**config.mk**
```make
export PLATFORM = sky130hd
export DESIGN_NAME = fpu_seq
export DESIGN_NICKNAME = d
export VERILOG_FILES = /design/src/rtl/fpu_pkg.sv /design/src/rtl/fpu_rm_decode.sv /design/src/rtl/fpu_seq.sv
export SDC_FILE = /design/constraint.sdc
export NUM_CORES = 1
export LEC_CHECK = 0
export ABC_AREA = 1
export ABC_CLOCK_PERIOD_IN_PS = 2100
export CORE_MARGIN = 2
export CORE_UTILIZATION = 38
export CTS_BUF_LIST = sky130_fd_sc_hd__clkbuf_16
export DETAILED_ROUTE_END_ITERATION = 12
export GPL_TIMING_DRIVEN = 0
export PLACE_DENSITY = 0.8
export SLEW_MARGIN = 20
export SYNTH_ARGS = -nofsm -noshare
export SYNTH_HDL_FRONTEND = slang
export SYNTH_HIERARCHICAL = 1
export SYNTH_SLANG_ARGS = --single-unit
export TNS_END_PERCENT = 30
```
**constraint.sdc**
```tcl
create_clock -name clk_i -period 2.1 [get_ports clk_i]
set_input_delay 0.42 -clock clk_i [delete_from_list [all_inputs] [get_ports clk_i]]
set_output_delay 0.42 -clock clk_i [all_outputs]
set_load 0.05 [all_outputs]
```
**src/rtl/fpu_pkg.sv**
```systemverilog
// Shared types and constants for the RV32F issue sequencer and its decode helpers.
package fpu_pkg;

    typedef enum logic [1:0] {
        IDLE = 2'd0,
        ITER = 2'd1,
        RESP = 2'd2
    } seqState_t;

    // funct5 field values (instr[31:27]) of the OP-FP instructions the sequencer cares about.
    localparam logic [4:0] FADD   = 5'b00000;
    localparam logic [4:0] FSUB   = 5'b00001;
    localparam logic [4:0] FMUL   = 5'b00010;
    localparam logic [4:0] FDIV   = 5'b00011;
    localparam logic [4:0] FSQRT  = 5'b01011;
    localparam logic [4:0] FCVTWS = 5'b11000;
    localparam logic [4:0] FCVTSW = 5'b11010;

    localparam logic [2:0]  RM_DYN    = 3'b111;
    localparam logic [31:0] CANON_NAN = 32'h7FC00000;

    // Encodings 101/110 are reserved; 111 left unresolved (frm itself holding DYN) is illegal too.
    function automatic logic isReservedRm(input logic [2:0] rm);
        return (rm == 3'b101) || (rm == 3'b110) || (rm == 3'b111);
    endfunction

endpackage

```
**src/rtl/fpu_rm_decode.sv**
```systemverilog
// Rounding-mode resolution and op classification for one FP instruction word.
module fpu_rm_decode (
    input  logic [31:0] instr,
    input  logic [2:0]  frm,
    output logic [2:0]  rm,
    output logic        illegal,
    output logic        iterative,
    output logic        op
);
    import fpu_pkg::*;

    logic [4:0] funct5;
    logic [2:0] rawRm;
    logic       isOpFp;
    logic       usesRm;
    logic       unusedBits;

    assign funct5 = instr[31:27];
    assign rawRm  = instr[14:12];
    assign isOpFp = instr[4];

    assign rm = (rawRm == RM_DYN) ? frm : rawRm;

    // FMA-class opcodes (bit 4 clear) always carry an rm field.
    assign usesRm = !isOpFp
                  || (funct5 == FADD)  || (funct5 == FSUB)   || (funct5 == FMUL)
                  || (funct5 == FDIV)  || (funct5 == FSQRT)
                  || (funct5 == FCVTWS) || (funct5 == FCVTSW);

    assign illegal   = usesRm && isReservedRm(rm);
    assign iterative = isOpFp && ((funct5 == FDIV) || (funct5 == FSQRT));
    assign op        = (funct5 == FSQRT);

    assign unusedBits = ^{instr[26:15], instr[11:5], instr[3:0]};

endmodule

```
**src/rtl/fpu_seq.sv**
```systemverilog
// Issue/sequencing controller between the execute stage and the RV32F datapath:
// single-cycle ops capture the combinational FPU, FDIV/FSQRT go through a start/done handshake.
module fpu_seq #(
    parameter int TIMEOUT_CYCLES = 64,
    parameter int CNT_W          = 7   // 2**CNT_W must exceed TIMEOUT_CYCLES
) (
    input  logic        clk_i,
    input  logic        reset_i,
    input  logic        req_valid_i,
    output logic        req_ready_o,
    input  logic [31:0] instr_i,
    input  logic [2:0]  frm_i,
    input  logic        flush_i,
    output logic        fpu_enable_o,
    output logic [2:0]  fpu_rm_o,
    input  logic [31:0] comb_result_i,
    output logic        itr_start_o,
    output logic        itr_op_o,
    output logic        itr_abort_o,
    input  logic        itr_done_i,
    input  logic [31:0] itr_result_i,
    output logic        resp_valid_o,
    input  logic        resp_ready_i,
    output logic [31:0] resp_result_o,
    output logic        resp_illegal_o,
    output logic        resp_timeout_o,
    output logic        busy_o
);
    import fpu_pkg::*;

    localparam logic [CNT_W-1:0] CNT_LAST = CNT_W'(TIMEOUT_CYCLES - 1);

    seqState_t        state, stateNext;
    logic [CNT_W-1:0] cnt, cntNext;
    logic [31:0]      result, resultNext;
    logic             illegalQ, illegalNext;
    logic             timeoutQ, timeoutNext;
    logic             itrOpQ, itrOpNext;
    logic             startQ, startNext;
    logic             abortQ, abortNext;

    logic [2:0]       decRm;
    logic             decIllegal;
    logic             decIter;
    logic             decOp;
    logic             accept;

    fpu_rm_decode u_rm_decode (
        .instr     (instr_i),
        .frm       (frm_i),
        .rm        (decRm),
        .illegal   (decIllegal),
        .iterative (decIter),
        .op        (decOp)
    );

    assign req_ready_o  = (state == IDLE) && !flush_i;
    assign accept       = req_valid_i && req_ready_o;
    assign fpu_enable_o = accept && !decIllegal && !decIter;
    assign fpu_rm_o     = decRm;

    always_comb begin
        // NOTE: every next-value gets a default before any branch, so no latch is inferred.
        stateNext   = state;
        cntNext     = cnt;
        resultNext  = result;
        illegalNext = illegalQ;
        timeoutNext = timeoutQ;
        itrOpNext   = itrOpQ;
        startNext   = 1'b0;
        abortNext   = 1'b0;

        if (flush_i) begin
            // Drop whatever is pending; an in-flight divide/sqrt is told to stop next cycle.
            stateNext   = IDLE;
            illegalNext = 1'b0;
            timeoutNext = 1'b0;
            abortNext   = (state == ITER);
        end else begin
            case (state)
                IDLE: begin
                    if (accept) begin
                        if (decIllegal) begin
                            resultNext  = '0;
                            illegalNext = 1'b1;
                            stateNext   = RESP;
                        end else if (decIter) begin
                            itrOpNext = decOp;
                            cntNext   = '0;
                            startNext = 1'b1;
                            stateNext = ITER;
                        end else begin
                            resultNext = comb_result_i;
                            stateNext  = RESP;
                        end
                    end
                end
                ITER: begin
                    cntNext = cnt + CNT_W'(1);
                    if (itr_done_i) begin
                        resultNext = itr_result_i;
                        stateNext  = RESP;
                    end else if (cnt == CNT_LAST) begin
                        abortNext   = 1'b1;
                        resultNext  = CANON_NAN;
                        timeoutNext = 1'b1;
                        stateNext   = RESP;
                    end
                end
                RESP: begin
                    if (resp_ready_i) begin
                        stateNext   = IDLE;
                        illegalNext = 1'b0;
                        timeoutNext = 1'b0;
                    end
                end
                default: stateNext = IDLE;
            endcase
        end
    end

    always_ff @(posedge clk_i) begin
        // NOTE: sequential state uses non-blocking assignments; reset is synchronous and only acts at an edge.
        if (reset_i) begin
            state    <= IDLE;
            cnt      <= '0;
            result   <= '0;
            illegalQ <= 1'b0;
            timeoutQ <= 1'b0;
            itrOpQ   <= 1'b0;
            startQ   <= 1'b0;
            abortQ   <= 1'b0;
        end else begin
            state    <= stateNext;
            cnt      <= cntNext;
            result   <= resultNext;
            illegalQ <= illegalNext;
            timeoutQ <= timeoutNext;
            itrOpQ   <= itrOpNext;
            startQ   <= startNext;
            abortQ   <= abortNext;
        end
    end

    assign itr_start_o    = startQ;
    assign itr_abort_o    = abortQ;
    assign itr_op_o       = itrOpQ;
    assign resp_valid_o   = (state == RESP);
    assign resp_result_o  = result;
    assign resp_illegal_o = illegalQ;
    assign resp_timeout_o = timeoutQ;
    assign busy_o         = (state != IDLE);

endmodule

```
### Yosys cells after proc, flatten, opt, wreduce, memory -nomap -nowiden

Cells that the tools add are included.

* memories kept: 0
* memory bits (read-only): 0
* output and inout bits: 44
* flip-flop bits (word level): 46
* bits in latches: 0
* logic and storage cells: 99
* input bits: 105
* bits in writable memories: 0

* $add $sub $neg: 1
* divide/modulo/power cells: 0
* shift operators: 0
* multiply operators: 0
* muxes and demuxes: 30
* bitwise operators: 4
* equal/unequal tests: 22
* reductions and logical operators: 34
* magnitude comparators: 0

Operators with widths (count)
* $mux 32: 5
* $pmux 32 s2: 1
* $mux 7: 3
* $reduce_and 5->1: 3
* $pmux 7 s2: 1
* $eq 3x3->1 const B: 4
* $mux 2: 6
* $eq 5x2->1 const B: 2
* $eq 5x5->1 const B: 2
* $logic_or 1x1->1: 10
* $mux 1: 10
* $ne 2x2->1 const B: 5
* $reduce_and 4->1: 2
* $reduce_bool 2->1: 4
* $add 7x1->7 const B: 1
* $eq 7x6->1 const B: 1
* $logic_and 1x1->1: 6
* $pmux 2 s3: 1
* $eq 5x1->1 const B: 1
* $eq 5x4->1 const B: 1
* $logic_not 5->1: 1
* $reduce_or 5->1: 1
* $logic_not 1->1: 4
* $ne 2x1->1 const B: 2
* 10 further kinds: 14

### Depth between registers and ports, before layout

Gate-level depths: netlist of run 1.

* depth in word-level cells: 12
* mapped depth: 15
* depth with buffers taken out: 15

### Hierarchy

Netlist of run 1, hierarchy kept.

By module, submodules not included
* fpu_seq: cells an instance 398, sequential area each 920.9 µm², times used 1, area each 2472.4 µm²
* fpu_rm_decode: cells an instance 27, sequential area each 0.0 µm², times used 1, area each 116.4 µm²

### Least setup slack after synthesis of run 1

No wires, ideal clock.

* path type: register to output
* start point: register state[1]
* end point: output fpu_enable_o
* setup slack: -0.681 ns
* buffers on the path: 0
* required time: 1.680 ns
* stages on the path, launching flop included: 6
* arrival: 2.361 ns
* path through: dfxtp_1 -> nor2_2 -> inv_1 -> nor2_1 -> nand3_1 -> nor2_1

* word-level cells in the longest chain between the ends: 5

Ends and longest elaborated chain
* from (decl): line fpu_seq.sv:33 `seqState_t state, stateNext;`
* from (signal assigned): line fpu_seq.sv:134 `state <= stateNext;`
* $logic_not 2->1: line fpu_seq.sv:57 `assign req_ready_o = (state == IDLE) && !flush_i;`
* $logic_and 1x1->1: line fpu_seq.sv:57
* net req_ready_o: line fpu_seq.sv:10 `output logic req_ready_o,`
* $logic_and 1x1->1: line fpu_seq.sv:58 `assign accept = req_valid_i && req_ready_o;`
* $logic_and 1x1->1 (2 in a row): line fpu_seq.sv:59 `assign fpu_enable_o = accept && !decIllegal && !decIter;`
* to (decl): line fpu_seq.sv:14 `output logic fpu_enable_o,`

The timed path passes the listed nets, and every way through them passes these cells.

### Worst setup path after layout of run 1

* start point: input instr_i[29]
* end point: register result[6], in the netlist resp_result_o[6]

* word-level cells in the longest chain between the ends: 12
* elaborated cells between the ends (all ways): 22
* those cells by class: eq/ne (7); mux (3); reduce/logical (12)

Ends and longest elaborated chain
* from (decl): line fpu_seq.sv:11 `input logic [31:0] instr_i,`
* $logic_not 5->1: line fpu_rm_decode.sv:26 `|| (funct5 == FADD) || (funct5 == FSUB) || (funct5 == FMUL)`
* $logic_or 1x1->1 (3 in a row): line fpu_rm_decode.sv:26
* $logic_or 1x1->1 (2 in a row): line fpu_rm_decode.sv:27 `|| (funct5 == FDIV) || (funct5 == FSQRT)`
* $logic_or 1x1->1: line fpu_rm_decode.sv:28 `|| (funct5 == FCVTWS) || (funct5 == FCVTSW);`
* $logic_or 1x1->1 (*): line fpu_rm_decode.sv:28
* $logic_and 1x1->1 (*): line fpu_rm_decode.sv:30 `assign illegal = usesRm && isReservedRm(rm);`
* net decIllegal: line fpu_seq.sv:43 `logic decIllegal;`
* $mux 32: line fpu_seq.sv:83 `if (decIllegal) begin`
* $mux 32: line fpu_seq.sv:82 `if (accept) begin`
* $pmux 32 s2: line fpu_seq.sv:80 `case (state)`
* to (signal assigned): line fpu_seq.sv:136 `result <= resultNext;`
* to (decl): line fpu_seq.sv:35 `logic [31:0] result, resultNext;`

Mark *: on every way through the listed nets, which the timed path passes. The rest lies on a longest branch. The select of a mux whose other input is x is not followed.
A chain may end at the register's enable or synchronous reset.

==> results by stage, run 1 <==
Run status:
- The flow ran to the end, and the final reports show no timing, DRC or antenna violations.

GRT:
- The total congestion overflow after global routing is 0.
- The largest net degree at the start of global routing is 14.
- Global routing consumed, over all layers together, 21.82% of the routing resources.
- The via count of the first global-routing pass was 3036.
- The global-route wire length before repair is 13.34 mm.
- The number of antenna violations at the first check in global routing is 0.

Min path:
- For hold timing, the worst endpoint is itr_op_o.
- The tightest min-delay check is of the reg -> reg type.
- Along the worst hold path, the cell count comes to 2.
- The startpoint identified for the worst hold timing path is itr_op_o.

Power and ir drop:
- Dividing total power by cell area gives a power density of 563.0 nW/um2.
- In this run, the combinational gates consume 30.3% of the power.
- The switching portion of total power is 30.35%.
- The leakage power summed over all cells is 1.905 nW.
- The clock network is responsible for 30.5% of the overall power.
- The sequential share of power is 39.2%.
- The highest ir drop seen on vdd is 371.0 uV.
- Cell internal power was estimated by the tool at 0.001672 W.
- Summed over all nets, the switching power comes to 0.0007286 W.

Route:
- The detailed router placed 3176 vias in this run.
- The first detailed-routing pass took 4 iterations.
- The wire length after detailed routing is 8.303 mm.
- The first routing iteration left 121 violations.
- In the routed layout, each cell is associated on average with a via count of 4.947.
- The post-detailed-route DRC marker count is 0.
- The count of nets left with antenna violations once routing finished came out at 0.
- In the final routed layout, each cell accounts on average for 12.93 um.

Setup path:
- The worst setup path is captured at a flop.
- Counting cells, the worst reg-to-reg path comes to 9.
- STA classifies the critical path startpoint as a primary input.
- The minimum setup slack among reg-to-reg paths is 320 ps.
- For this design, the slowest cell found on the critical path is sky130_fd_sc_hd__clkdlybuf4s50_1.
- Walking the worst path, the cells encountered are clkdlybuf4s50_1 -> nor2_2 -> nand2_1 -> nand2_1 -> a21oi_2 -> nor2_4 -> nor2_4 -> nand2_2 -> nand2_2 -> nor2_4 -> buf_6 -> buf_12 -> nand3_1 -> nand2_1 -> nor2_1.
- The critical path data arrival time is 2230 ps.
- The critical path contains buffers and inverters numbering 3 combined.
- The reg-to-reg startpoint is cnt[0].
- The end of the worst register-to-register path is resp_result_o[0].
- The maximum fanout count along the critical path is 7.
- The critical path is of the in -> reg type.
- The critical path crosses 15 cells after its start point.
- On the worst path, the slowest cell contributes a delay of 430 ps.
- The worst endpoint required time is 2270 ps.
- The kind of cell with the highest combined delay along the critical path is simple AND/OR/NAND/NOR gates.

Cells and area:
- In the final layout, the multi-input gates occupy 1523 um2.
- Registers take 920.9 um2.
- In the layout the commonest cells are sky130_fd_sc_hd__clkdlybuf4s50_1, sky130_fd_sc_hd__nand2_1, sky130_fd_sc_hd__nor2_1, sky130_fd_sc_hd__a21oi_1, sky130_fd_sc_hd__dfxtp_1.
- For this run, the post-layout net count is 668.
- The fraction of final layout cells sized beyond drive strength 1 is 11.57%.
- The most common cell after layout, fill and taps aside is sky130_fd_sc_hd__clkdlybuf4s50_1.
- From synthesis to final layout, the design area changed by 64.72%.
- The number of antenna diodes is 0.
- The filler cell count in the final layout is 596.
- The number of non-filler instances in the completed layout is 642.

Floorplanning:
- For this configuration, the core starts out at a cell density of 38.75%.
- The horizontal die dimension is 86.54 um.
- The floorplan core area is 6681 um2.
- Pin placement for this block handled 149 I/O pins.
- After floorplanning, the core was divided into 30 placement rows.
- The area enclosed by the die boundary is 7488 um2.
- The die is 86.54 um tall.

Synthesis:
- The register area share after synthesis is 35.57%.
- The number of register bits inferred by synthesis is 46.
- The average cell area after synthesis is 6.091 um2.
- The post-synth design cell area is 2589 um2.
- The distinct cell type count of the synthesized netlist is 21.
- Counting every net in the synthesized netlist gives 531.
- The number of warnings printed during yosys synthesis is 6.
- The cell count after synthesis came out at 425.

Timing:
- Derived from the worst setup path, the maximum achievable clock frequency is 0.4862 GHz.
- The count of final max-slew check failures is 0.
- The final critical path takes up 97.94% of the cycle.
- The count of endpoints failing hold in the final timing report is 0.
- The slew at the pin closest to its max-slew limit is 537.7 ps.
- The number of setup violations in the final report is 0.
- Clock skew on the completed layout was measured at 3.783 ps.
- The tightest slew margin relative to the limit is 64.04%.
- In the final timing run, aggregate negative setup slack is 0 ps.
- The final critical delay including setup and external delays is 2057 ps.

Clock tree:
- The H-tree generated during clock tree synthesis spans 2 levels.
- The clock latency on the worst-skew pair is 280 ps.
- The master cell of the clock root buffer is sky130_fd_sc_hd__clkbuf_16.
- CTS saw 46 sinks.
- Buffers inserted during clock tree synthesis total 5.
- The clock-pin slew on the worst setup and hold paths is 60 ps.
- The TritonCTS clock tree is built.
- The number of buffers on the longest clock path is 2.

Place:
- The HPWL after detailed placement is 6.203 mm.
- The placer congestion estimate is 0.8662.
- The number of placed instances, taps included, is 630.
- The count of buffers added on input and output ports is 125.

Run:
- The tool flagged a number of max-cap violations equal to 0.
## metal layers
layer  part of all wire, %  track usage (%)  vias up
met2                    50            38.46      110
met4                   1.4            6.960        0
met3                   7.8            5.524       12
li1                      -                -     1634
met1                    41            25.88     1420
met5                     0                0        -
## layout make-up
type / count / share of cell area (%)
Tap cell: 80 / 2.347
Inverter: 29 / 2.553
Sequential cell: 46 / 21.60
Buffer: 25 / 3.639
Multi-Input combinational cell: 325 / 35.71
Clock inverter: 2 / 0.2347
Clock buffer: 5 / 2.934
Timing Repair Buffer: 130 / 30.99
## flip-flops by register name, indices dropped and copies added (netlist names)
signal	flops
cnt	7
itr_abort_o	1
itr_op_o	1
itr_start_o	1
resp_illegal_o	1
resp_result_o	32
resp_timeout_o	1
state	2
## power groups by stage
stage | registers (W) | clock network [W] | logic (W)
after CTS | 0.000940 | 0.000750 | 0.000700
after floorplan | 0.00111 | 0 | 0.000246
final | 0.000940 | 0.000732 | 0.000728
after detailed placement | 0.000959 | 0 | 0.000696
after global placement | 0.000957 | 0 | 0.000689
after global routing | 0.000945 | 0.000789 | 0.000789
## repair_timing
action | CTS | global route
setup endpoints to repair | 45 | 43
buffers inserted | 0 | 5
pin swaps | 2 | 13
hold buffers | 0 | 0
gates resized for setup | 23 | 39
## worst max path at each step
stage | slack, ps | end | startpoint
2_1_floorplan | -30 | fpu_enable_o | state[1]
3_3_place_gp | -550 | fpu_enable_o | instr_i[27]
3_5_place_dp | -580 | fpu_enable_o | instr_i[29]
4_1_cts | -40 | fpu_enable_o | instr_i[27]
5_1_grt | -40 | resp_result_o[6] | instr_i[29]
6_report | 40 | resp_result_o[6] | instr_i[29]
## per-stage QoR
stage                     area [um2]  total power (W)  utilization, %  setup slack, ps  hold slack (ps)
after floorplan                 2599         0.001351               -           -30.26            433.2
after global placement          3950         0.001646           59.12           -546.1            434.5
after detailed placement        3950         0.001655           59.12           -575.8            439.7
after CTS                       4099         0.002389           61.35           -37.56            449.1
after global routing            4264         0.002522           63.82           -44.83            481.6
final                           4264         0.002401           63.82            43.27            446.1
## cell families (layout without fill, tap and decap cells)
kind of cell / count (synthesis) / after routing / synth area share (%)
AO/OA/AOI/OAI: 86 / 86 / 17.06
adder cells (fa/ha/maj): 1 / 1 / 0.4832
buffers and inverters: 54 / 191 / 9.473
flip-flops: 46 / 46 / 35.57
AND/OR/NAND/NOR: 238 / 238 / 37.41
## cells in the mapped netlist, drive strengths merged
| library cell | n | area, um2 |
|---|---|---|
| a31oi | 1 | 6.260 |
| nand2 | 115 | 436.7 |
| buf | 20 | 117.6 |
| o2111ai | 1 | 8.760 |
| nand3b | 2 | 15.01 |
| o21ai | 13 | 68.82 |
| nand3 | 36 | 180.2 |
| nor2 | 85 | 336.6 |
| clkbuf | 5 | 18.77 |
| dfxtp | 46 | 920.9 |
| ha | 1 | 12.51 |
| o21a | 1 | 7.510 |
| inv | 29 | 108.9 |
| a21oi | 70 | 350.3 |
## worst min-delay path, stage by stage, from the launching register on
cell and delay (ps):
sky130_fd_sc_hd__dfxtp_1 310, sky130_fd_sc_hd__inv_1 50, sky130_fd_sc_hd__a21oi_1 50
Power figures use the tool's default switching activity.
==> inputs of run 2 (changes only) <==
GPL_TIMING_DRIVEN = 1   (was 0)
==> run 2 against run 1 <==
Effect of this change: combinational power grew 8.2%; maximum frequency grew 0.22%; utilization grew 3.4 points; register-to-register slack gained 80 ps; die area is the same; clock skew grew 3.3 ps; setup slack gained 4.5 ps; critical endpoint is now resp_result_o[24].
==> results by stage, run 2 (same netlist as run 1, synthesis figures left out) <==
Route:
- The first detailed-routing pass ran for 4 iterations.
- The post-detailed-route count of antenna-violating nets is 0.
- The number of DRC violations after detailed-routing iteration 0 is 122.
- The wire length after detailed routing is 8.577 mm.
- The post-detailed-route DRC marker count is 0.
- The routed length per placed instance is 13.32 um.
- The detailed-route vias per instance is 4.888.
- The number of vias in the routed layout is 3148.

Place:
- After legalization and detailed placement, the total HPWL measured 5.878 mm.
- Routability-driven placement finished with a final weighted congestion of 0.8326.
- During placement, the flow inserted port buffers numbering 125.
- The number of placed instances, taps included, is 626.

GRT:
- The via count of the first global-routing pass came to 2830.
- Summed over all layers, the global routing overflow is 0.
- The number of antenna violations at the first check in global routing is 0.
- Entering global routing, the biggest net connects 36 pins.
- The global-route usage over all layers is 20.61%.
- The first global-routing pass estimated 12.55 mm of wire.

Setup path:
- The worst setup path is captured at a flop.
- The delay of the slowest cell on the worst path is 480 ps.
- The critical path class is in -> reg.
- The maximum fanout count along the critical path is 12.
- The critical path data arrival time is 2270 ps.
- The number of cells on the worst reg-to-reg path is 10.
- The number of buffer and inverter stages on the critical path is 3.
- The reg-to-reg startpoint is cnt[0].
- STA puts the critical path data required time at 2320 ps.
- In this design, the largest share of critical-path delay is due to simple AND/OR/NAND/NOR gates.
- The slowest stage cell on the critical path is sky130_fd_sc_hd__clkdlybuf4s50_1.
- The critical path starts at frm_i[2].
- Walking the worst path, the cells encountered are clkdlybuf4s50_1 -> o21a_1 -> nand2_2 -> nor2_4 -> nor2_2 -> nand2_1 -> nand2_2 -> nor2_4 -> buf_12 -> clkbuf_16 -> a21oi_1 -> nor2_1.
- The end of the worst register-to-register path is resp_result_o[29].
- The minimum setup slack among reg-to-reg paths is 400 ps.
- STA classifies the critical path startpoint as a primary input.

Timing:
- The share of the clock period used by the worst path after layout is 97.72%.
- The number of setup violations in the final report is 0.
- At the pin with the least slew margin, the transition time is 527.4 ps.
- The tightest slew margin relative to the limit is 64.73%.
- The final critical delay including setup and external delays is 2052 ps.
- Clock skew on the completed layout was measured at 7.068 ps.
- The count of endpoints failing hold in the final timing report is 0.
- The fmax is 0.4873 GHz.
- The count of final max-slew check failures is 0.

Cells and area:
- The top cell types in the final layout, fill and taps aside, are sky130_fd_sc_hd__nand2_1, sky130_fd_sc_hd__clkdlybuf4s50_1, sky130_fd_sc_hd__nor2_1, sky130_fd_sc_hd__a21oi_1, sky130_fd_sc_hd__dfxtp_1.
- The final-stage net count is 669.
- The combined area of the multi-input logic cells is 1545 um2.
- Fill cells in the final layout number 576.
- The repair_antennas step left the layout with diodes totalling 0.
- The register with the most flip-flops in the layout has 32 of them.
- Cells with a size suffix above 1 make up 14.18% of the layout.
- The sequential standard cell area is 920.9 um2.
- The number of non-filler instances in the completed layout is 644.
- The area growth from synthesis to final layout is 73.42%.

Clock tree:
- The count of clock tree sinks is 46.
- The TritonCTS clock tree is built.
- Clock-pin slew was measured on the worst setup and hold paths at 60 ps.
- The CTS buffer count is 5.
- The master cell of the clock root buffer is sky130_fd_sc_hd__clkbuf_16.
- At the later pin of the worst-skew pair, clock insertion delay measures 290 ps.
- The clock passes through at most 2 buffers.
- The total number of H-tree levels is 2.

Min path:
- The cell depth of the worst hold path is 2.
- The start point of the worst hold path is resp_illegal_o.
- The worst hold path class is reg -> reg.
- The worst-case hold path end point is resp_illegal_o.

Power and ir drop:
- The leakage power summed over all cells is 2.005 nW.
- After layout, the design draws a total of 0.002495 W.
- For this design the ratio of total power to cell area is 555.8 nW/um2.
- Across the VDD grid, the largest voltage drop is 323.1 uV.

Floorplanning:
- The horizontal die dimension is 86.54 um.
- The floorplan core area is 6681 um2.
- In this run the core area contains 30 standard-cell rows.
- The die covers 7488 um2.
- The die height is 86.54 um.
- Once the floorplan was initialized, standard cells occupied 38.75% of the core.
- Pin placement for this block handled 149 I/O pins.

Run status:
- The flow ran to the end, and the final reports show no timing, DRC or antenna violations.

Run:
- Across the run, the number of max-cap violations was 0.
-- run 2: changes by cell type in the layout (fill, tap and decap cells not counted), moves of 4 or more --
cell                       delta
sky130_fd_sc_hd__buf_4       +13
sky130_fd_sc_hd__nand2_2      -5
sky130_fd_sc_hd__buf_12       +9
sky130_fd_sc_hd__nand3_2      +4
sky130_fd_sc_hd__nand3_1      -4
sky130_fd_sc_hd__buf_2       -10
sky130_fd_sc_hd__a21oi_1      -7
sky130_fd_sc_hd__clkbuf_1     -5
sky130_fd_sc_hd__nand2_1      +6
sky130_fd_sc_hd__a21oi_2      +6
-- run 2: cell type report --
type / count / area share [%]
Sequential cell: 46 / 20.51
Multi-Input combinational cell: 325 / 34.42
Tap cell: 80 / 2.230
Clock inverter: 3 / 0.3902
Timing Repair Buffer: 156 / 37.18
Inverter: 29 / 2.480
Clock buffer: 5 / 2.787
-- run 2: stage by stage --
step                      setup WS, ps  utilization (%)  TNS, ps  cell area (um2)  hold slack [ps]
after floorplan                 -30.26                -   -30.26             2599            433.2
after global placement          -294.0            60.94    -8505             4071            433.4
after detailed placement        -374.1            60.94   -10640             4071            446.2
after CTS                       -10.58            63.28   -10.58             4228            455.2
after global routing            -48.25            67.19   -307.0             4489            467.2
final                            47.82            67.19        0             4489            451.4
-- run 2: what timing repair did --
| action | CTS | global route |
|---|---|---|
| setup buffers | 0 | 7 |
| resized for setup | 5 | 36 |
| hold buffers | 0 | 0 |
| cloned | 0 | 3 |
| endpoints found under the setup margin | 13 | 40 |
| pin swaps | 1 | 15 |
| endpoints found under the hold margin | 0 | 0 |
-- run 2: worst max path at each step --
stage	endpoint	cells after the start
6_report	resp_result_o[24]	12
3_3_place_gp	resp_result_o[29]	15
5_1_grt	resp_result_o[24]	12
3_5_place_dp	resp_result_o[29]	14
4_1_cts	resp_result_o[29]	14
2_1_floorplan	fpu_enable_o	5
-- run 2: worst min-delay path: stages, from the launching register on --
cell	delay, ps
sky130_fd_sc_hd__dfxtp_1	310
sky130_fd_sc_hd__inv_1	50
sky130_fd_sc_hd__a21oi_1	50
-- run 2: routing by layer --
metal,global-route usage [%],vias to the layer above,wire (um)
met5,0,-,0
met4,3.409,0,55
met3,4.571,7,496
met2,38.95,84,4378
met1,23.96,1417,3646
li1,-,1640,-
-- run 2: power breakdown --
group | total (W) | leakage [nW] | switching, W | internal, W
Sequential | 0.000942 | 0.375 | 0.0000253 | 0.000917
Combinational | 0.000788 | 1.56 | 0.000415 | 0.000373
Clock | 0.000765 | 0.0750 | 0.000328 | 0.000437
